`src/rtl/imem_loader.sv`:
```
// -----------------------------------------------------------------------------
// imem_loader
//
// Boot-time loader. It receives a program image as a byte stream and writes it
// into instruction memory one 32-bit word at a time. The processor core is held
// in reset until the whole image has been written.
//
// Stream layout: word count N (16-bit, little-endian), then 4*N payload bytes.
// Each word is little-endian, so its first byte lands in bits 7:0.
//
// Optional feature macro: IMEM_LOADER_CHECKSUM_EN
//   When this macro is defined, one checksum byte follows the payload. The byte
//   must equal the XOR of all payload bytes. If it matches, the load completes.
//   If it does not, the loader stops in the error state.
//
// Parameters
//   MAX_WORDS  largest image size accepted, in words (1..65535)
//   BASE_ADDR  byte address of the first word written
//
// Ports
//   CLK         clock; all state changes happen on its rising edge
//   RST         synchronous, active-high reset
//   rx_valid    a byte is present on rx_data
//   rx_data     image byte
//   rx_ready    loader can accept a byte this cycle
//   imem_we     one-cycle write strobe to instruction memory
//   imem_addr   word-aligned byte address of the write
//   imem_wdata  word to write
//   core_rst    holds the core in reset until the load has completed
//   done        image loaded; stays set until RST
//   error       image rejected; stays set until RST
// -----------------------------------------------------------------------------
module imem_loader #(
  parameter int unsigned MAX_WORDS = 256,
  parameter logic [31:0] BASE_ADDR = 32'h0000_0000
) (
  input  logic        CLK,
  input  logic        RST,
  input  logic        rx_valid,
  input  logic [7:0]  rx_data,
  output logic        rx_ready,
  output logic        imem_we,
  output logic [31:0] imem_addr,
  output logic [31:0] imem_wdata,
  output logic        core_rst,
  output logic        done,
  output logic        error
);

  typedef enum logic [2:0] {
    S_HDR_LO,
    S_HDR_HI,
    S_DATA,
`ifdef IMEM_LOADER_CHECKSUM_EN
    S_CHK,
`endif
    S_DONE,
    S_ERR
  } state_e;

  // State entered after the last payload word, or directly when the header
  // gives N = 0.
`ifdef IMEM_LOADER_CHECKSUM_EN
  localparam state_e PAYLOAD_END = S_CHK;
`else
  localparam state_e PAYLOAD_END = S_DONE;
`endif

  state_e        state_q, state_d;
  logic [15:0]   n_q, n_d;             // word count from the header
  logic [1:0]    byte_cnt_q, byte_cnt_d;
  logic [15:0]   word_idx_q, word_idx_d;
  logic [23:0]   shift_q, shift_d;     // first three bytes of the current word
  logic          we_q, we_d;
  logic [31:0]   addr_q, addr_d;
  logic [31:0]   wdata_q, wdata_d;
`ifdef IMEM_LOADER_CHECKSUM_EN
  logic [7:0]    csum_q, csum_d;
`endif

  logic          accept;
  logic [15:0]   n_hdr;

  // The header states, the payload state and the checksum state all take bytes.
  // The two terminal states take none.
  assign rx_ready   = (state_q != S_DONE) && (state_q != S_ERR);
  assign accept     = rx_valid && rx_ready;
  assign n_hdr      = {rx_data, n_q[7:0]};

  assign imem_we    = we_q;
  assign imem_addr  = addr_q;
  assign imem_wdata = wdata_q;
  assign core_rst   = (state_q != S_DONE);
  assign done       = (state_q == S_DONE);
  assign error      = (state_q == S_ERR);

  // NOTE: every signal written below gets a default value first. This way no
  // path through the case statement can leave a signal unassigned and infer a
  // latch.
  always_comb begin
    state_d    = state_q;
    n_d        = n_q;
    byte_cnt_d = byte_cnt_q;
    word_idx_d = word_idx_q;
    shift_d    = shift_q;
    we_d       = 1'b0;
    addr_d     = addr_q;
    wdata_d    = wdata_q;
`ifdef IMEM_LOADER_CHECKSUM_EN
    csum_d     = csum_q;
`endif

    unique case (state_q)
      S_HDR_LO: begin
        if (accept) begin
          n_d[7:0] = rx_data;
          state_d  = S_HDR_HI;
        end
      end

      S_HDR_HI: begin
        if (accept) begin
          n_d = n_hdr;
          if (n_hdr == 16'd0) begin
            state_d = PAYLOAD_END;
          end else if (32'(n_hdr) > MAX_WORDS) begin
            state_d = S_ERR;
          end else begin
            state_d = S_DATA;
          end
        end
      end

      S_DATA: begin
        if (accept) begin
`ifdef IMEM_LOADER_CHECKSUM_EN
          csum_d = csum_q ^ rx_data;
`endif
          byte_cnt_d = byte_cnt_q + 2'd1;
          if (byte_cnt_q == 2'd3) begin
            // The word is complete, so register the write for the next
            // cycle. A byte arriving in that cycle starts the next word;
            // the old contents of shift_q are simply overwritten.
            we_d       = 1'b1;
            wdata_d    = {rx_data, shift_q};
            addr_d     = BASE_ADDR + {14'd0, word_idx_q, 2'b00};
            word_idx_d = word_idx_q + 16'd1;
            if ((word_idx_q + 16'd1) == n_q) begin
              state_d = PAYLOAD_END;
            end
          end else begin
            shift_d = {rx_data, shift_q[23:8]};
          end
        end
      end

`ifdef IMEM_LOADER_CHECKSUM_EN
      S_CHK: begin
        if (accept) begin
          state_d = (rx_data == csum_q) ? S_DONE : S_ERR;
        end
      end
`endif

      S_DONE, S_ERR: begin
        // Terminal states; only RST leaves them.
      end

      default: begin
        state_d = S_ERR;
      end
    endcase
  end

  // NOTE: sequential state uses non-blocking assignments only. All flops then
  // update together at the clock edge, whatever order the statements are in.
  always_ff @(posedge CLK) begin
    if (RST) begin
      state_q    <= S_HDR_LO;
      n_q        <= 16'd0;
      byte_cnt_q <= 2'd0;
      word_idx_q <= 16'd0;
      shift_q    <= 24'd0;
      we_q       <= 1'b0;
      addr_q     <= BASE_ADDR;
      wdata_q    <= 32'd0;
`ifdef IMEM_LOADER_CHECKSUM_EN
      csum_q     <= 8'd0;
`endif
    end else begin
      state_q    <= state_d;
      n_q        <= n_d;
      byte_cnt_q <= byte_cnt_d;
      word_idx_q <= word_idx_d;
      shift_q    <= shift_d;
      we_q       <= we_d;
      addr_q     <= addr_d;
      wdata_q    <= wdata_d;
`ifdef IMEM_LOADER_CHECKSUM_EN
      csum_q     <= csum_d;
`endif
    end
  end

endmodule

```
`config.mk`:
```
export PLATFORM = sky130hd
export DESIGN_NAME = imem_loader
export DESIGN_NICKNAME = d
export VERILOG_FILES = /design/src/rtl/imem_loader.sv
export SDC_FILE = /design/constraint.sdc
export NUM_CORES = 1
export LEC_CHECK = 0
export CAP_MARGIN = 20
export CORE_ASPECT_RATIO = 2
export CORE_MARGIN = 3
export CORE_UTILIZATION = 40
export DETAILED_ROUTE_END_ITERATION = 10
export DONT_BUFFER_PORTS = 1
export SLEW_MARGIN = 15
export SYNTH_ARGS = -nofsm -noshare
export SYNTH_HDL_FRONTEND = slang
export SYNTH_SLANG_ARGS = --single-unit
```
`constraint.sdc`:
```
create_clock -name CLK -period 2.9 [get_ports CLK]
set_clock_uncertainty 0.1 [all_clocks]
set_input_delay 0.435 -clock CLK [delete_from_list [all_inputs] [get_ports CLK]]
set_output_delay 0.435 -clock CLK [all_outputs]
set_load 0.02 [all_outputs]
```
==> out/metrics.yaml <==
synthesis:
  synthArstFlopShare: 0
  synth.yosys.warnings: 0
  synth_edf_count: 0
  synth_top_area_share: 0.470
  yosysTopAreaCell: "dfxtp_1"
  ys_top_cells_by_area: "dfxtp_1 (47%), nand2_1 (16%), a21oi_1 (9.6%)"
  yosysUniqueCellTypes: 44
  synth_top_family_by_area: "simple AND/OR/NAND/NOR gates"
  seq_area_frac_synth: 0.470
  synth_common_cells: "nand2_1 (201), dfxtp_1 (110), a21oi_1 (90), clkbuf_1 (38), nor2_1 (30)"
  synth-xor-area-share: 0.0580
  postSynthRegisterBits: 110
  syn_area_per_cell_sq_um: 7.69
  synth-adder-area-share: 0.00535
  muxShareOfSynthArea: 0.00855
  synth_compound_area_frac: 0.131
  synthCells: 609
  synthFlopType: "dfxtp_1"
  synth.most_common_cell: "nand2_1"
  synth-simple-area-share: 0.258
  synth_area_sq_um: 4680
hold_path:
  min_path_cells: 1
  hp-start: "RST"
  min_to: "imem_wdata[25]"
  hp-class: "in2reg"
die:
  die_x_um: 82.5
  start_util: 0.412
  ioPinCount: 80
  rows: 55
  dieHeight_um: 159
  dieArea_sq_um: 13100
  coreArea_sq_um: 11400
critical_path:
  crit_path_end_kind: "register"
  r2r_cells: 7
  start_kind: "register"
  cp.required_ps: 3060
  r2r_start: "word_idx_q[1]"
  worstSetupPathType: "reg2reg"
  rr_endpoint: "state_q[0]"
  crit_fanout: 6
  regToRegSetupSlack_ps: 170
  timing.critical_path.arrival_ps: 2890
route:
  vias: 3770
  drtAntennaViolNets: 0
  drc: 0
  wl_um: 10800
  wl_per_cell_um: 14.9
  drt_iter0_markers: 202
  via_per_inst: 5.19
  firstDrtPassIters: 4
sta:
  fmax_ghz: 0.367
  slew_headroom: 0.368
  hold_ws_ps: 56.8
  post-route-min-period_ps: 2730
  hold_viol_final: 0
  tns_ps: 0
  grt_setup_unrepaired: "false"
  fin_crit_sh: 0.940
  slew_violations: 0
  tightest_slew_ps: 947
  setup_viol: 0
final_layout:
  num_antenna_cells: 0
  final_layout_size_suffix_gt1_frac: 0.0581
  stdcell_area_sq_um: 4990
  n_fill_cell: 1177
  nets: 593
  area_delta_synth_final_pct: 6.60
clock_network:
  cts_tree: "yes"
  cts_setup_buffers: 0
  hold_buffers: 0
  cts_sinks: 110
  clk_pin_slew_ps: 70
  h-tree-depth: 3
  clock_latency_ps: 340
  cts.repair.resized: 0
  numCtsBuffers: 9
  clockRootBuffer: "clkbuf_16"
  cts.path.max_buffers: 2
flow_run:
  max_cap_viol_count: 0
global_route:
  grt_use_total: 0.174
  grt_antenna_before_repair: 0
  grt_max_degree: 112
  grt_overflow: 0
  grt_pass1_wl_um: 18000
  grt_pass1_vias: 3570
place:
  dp_hpwl_um: 7550
  gp_congestion: 0.874
  dpl_cell_area_sq_um: 4670
  io_buffers: 0
run_status:
  outcome: "finished clean"
power_and_ir_drop:
  power.density_nw_per_um2: 587
  p_total_mw: 2.93
  power.leakage_nw: 1.66
  peakVddDrop_v: 0.000362
==> worst max-delay path by stage <==
stage                             start          to  slack [ps]  depth (start not counted)
final                     word_idx_q[1]  state_q[0]         170                          7
after global routing      word_idx_q[1]  state_q[0]          40                          7
after CTS                 word_idx_q[1]  state_q[0]         170                          7
after detailed placement  word_idx_q[1]  state_q[0]         180                          7
after global placement    word_idx_q[1]  state_q[0]         270                          7
after floorplan           word_idx_q[1]  state_q[0]         450                          7
==> per-layer routing <==
layer / part of all wire / up-vias / GRT usage
met4: 0.037 / 0 / 0.0863
met5: 0 / - / 0
met3: 0.055 / 26 / 0.0357
met1: 0.39 / 1728 / 0.203
met2: 0.52 / 115 / 0.292
li1: - / 1901 / -
==> final cells by class <==
cell class / count / area [sq um] / share of cell area
Clock inverter: 5 / 65.1 / 0.0130
Tap cell: 142 / 178 / 0.0356
Sequential cell: 110 / 2200 / 0.441
Inverter: 5 / 18.8 / 0.00376
Multi-Input combinational cell: 447 / 2220 / 0.445
Timing Repair Buffer: 7 / 52.6 / 0.0105
Clock buffer: 11 / 253 / 0.0507
==> sequential cells by signal (all words and copies together) (netlist names) <==
register	cells
byte_cnt_q	2
word_idx_q	16
imem_we	1
state_q	3
n_q	16
imem_wdata	32
shift_q	24
imem_addr	16
==> cells by family (layout without fill, tap and decap cells) <==
| family | Yosys count | count (layout) |
|---|---|---|
| other cells | 1 | 16 |
| xor+xnor | 31 | 31 |
| buf+inv | 67 | 28 |
| compound gates | 112 | 112 |
| simple gates | 282 | 282 |
| fa+ha+maj | 2 | 2 |
| mux | 4 | 4 |
| flops | 110 | 110 |
==> report_power, final <==
| group | switching (mW) | leakage [nW] | internal [mW] | total, mW |
|---|---|---|---|---|
| Clock | 0.568 | 0.156 | 0.726 | 1.29 |
| Combinational | 0.0617 | 0.612 | 0.0336 | 0.0954 |
| Sequential | 0.0171 | 0.888 | 1.52 | 1.54 |
==> stage by stage <==
step,setup WS (ps),utilization,std cells
finish,175,0.439,727
global route,40.1,0.439,727
CTS,173,0.439,727
detailed placement,180,0.411,711
global placement,271,0.411,711
floorplan,447,-,624
==> critical path, cell delays in order (launching register included) <==
cell	delay (ps)
dfxtp_1	420
ha_1	280
nand2_1	140
or4_4	530
or4b_1	490
a222oi_1	330
nand4_1	150
o31ai_2	190
==> layout by cell type (no fill, tap or decap), types with 2 or more instances in the layout <==
| master | Yosys | routed |
|---|---|---|
| a21oi_1 | 90 | 90 |
| a31oi_1 | 4 | 4 |
| and3_1 | 2 | 2 |
| buf_4 | 16 | 7 |
| clkbuf_16 | 0 | 9 |
| clkbuf_8 | 0 | 2 |
| clkinv_4 | 0 | 3 |
| conb_1 | 1 | 16 |
| dfxtp_1 | 110 | 110 |
| ha_1 | 2 | 2 |
| inv_1 | 5 | 5 |
| mux2i_1 | 4 | 4 |
| nand2_1 | 201 | 200 |
| nand2b_1 | 2 | 2 |
| nand3_1 | 6 | 6 |
| nand4_1 | 4 | 4 |
| nor2_1 | 30 | 30 |
| nor2b_1 | 5 | 5 |
| nor3_1 | 8 | 8 |
| nor3b_1 | 2 | 2 |
| nor4_1 | 7 | 7 |
| o21ai_0 | 6 | 6 |
| o311ai_0 | 2 | 2 |
| or2_2 | 3 | 3 |
| or3_1 | 3 | 3 |
| or4_1 | 2 | 2 |
| xnor2_1 | 16 | 16 |
| xor2_1 | 15 | 15 |
Note: power is estimated with default switching activity, not from simulation.
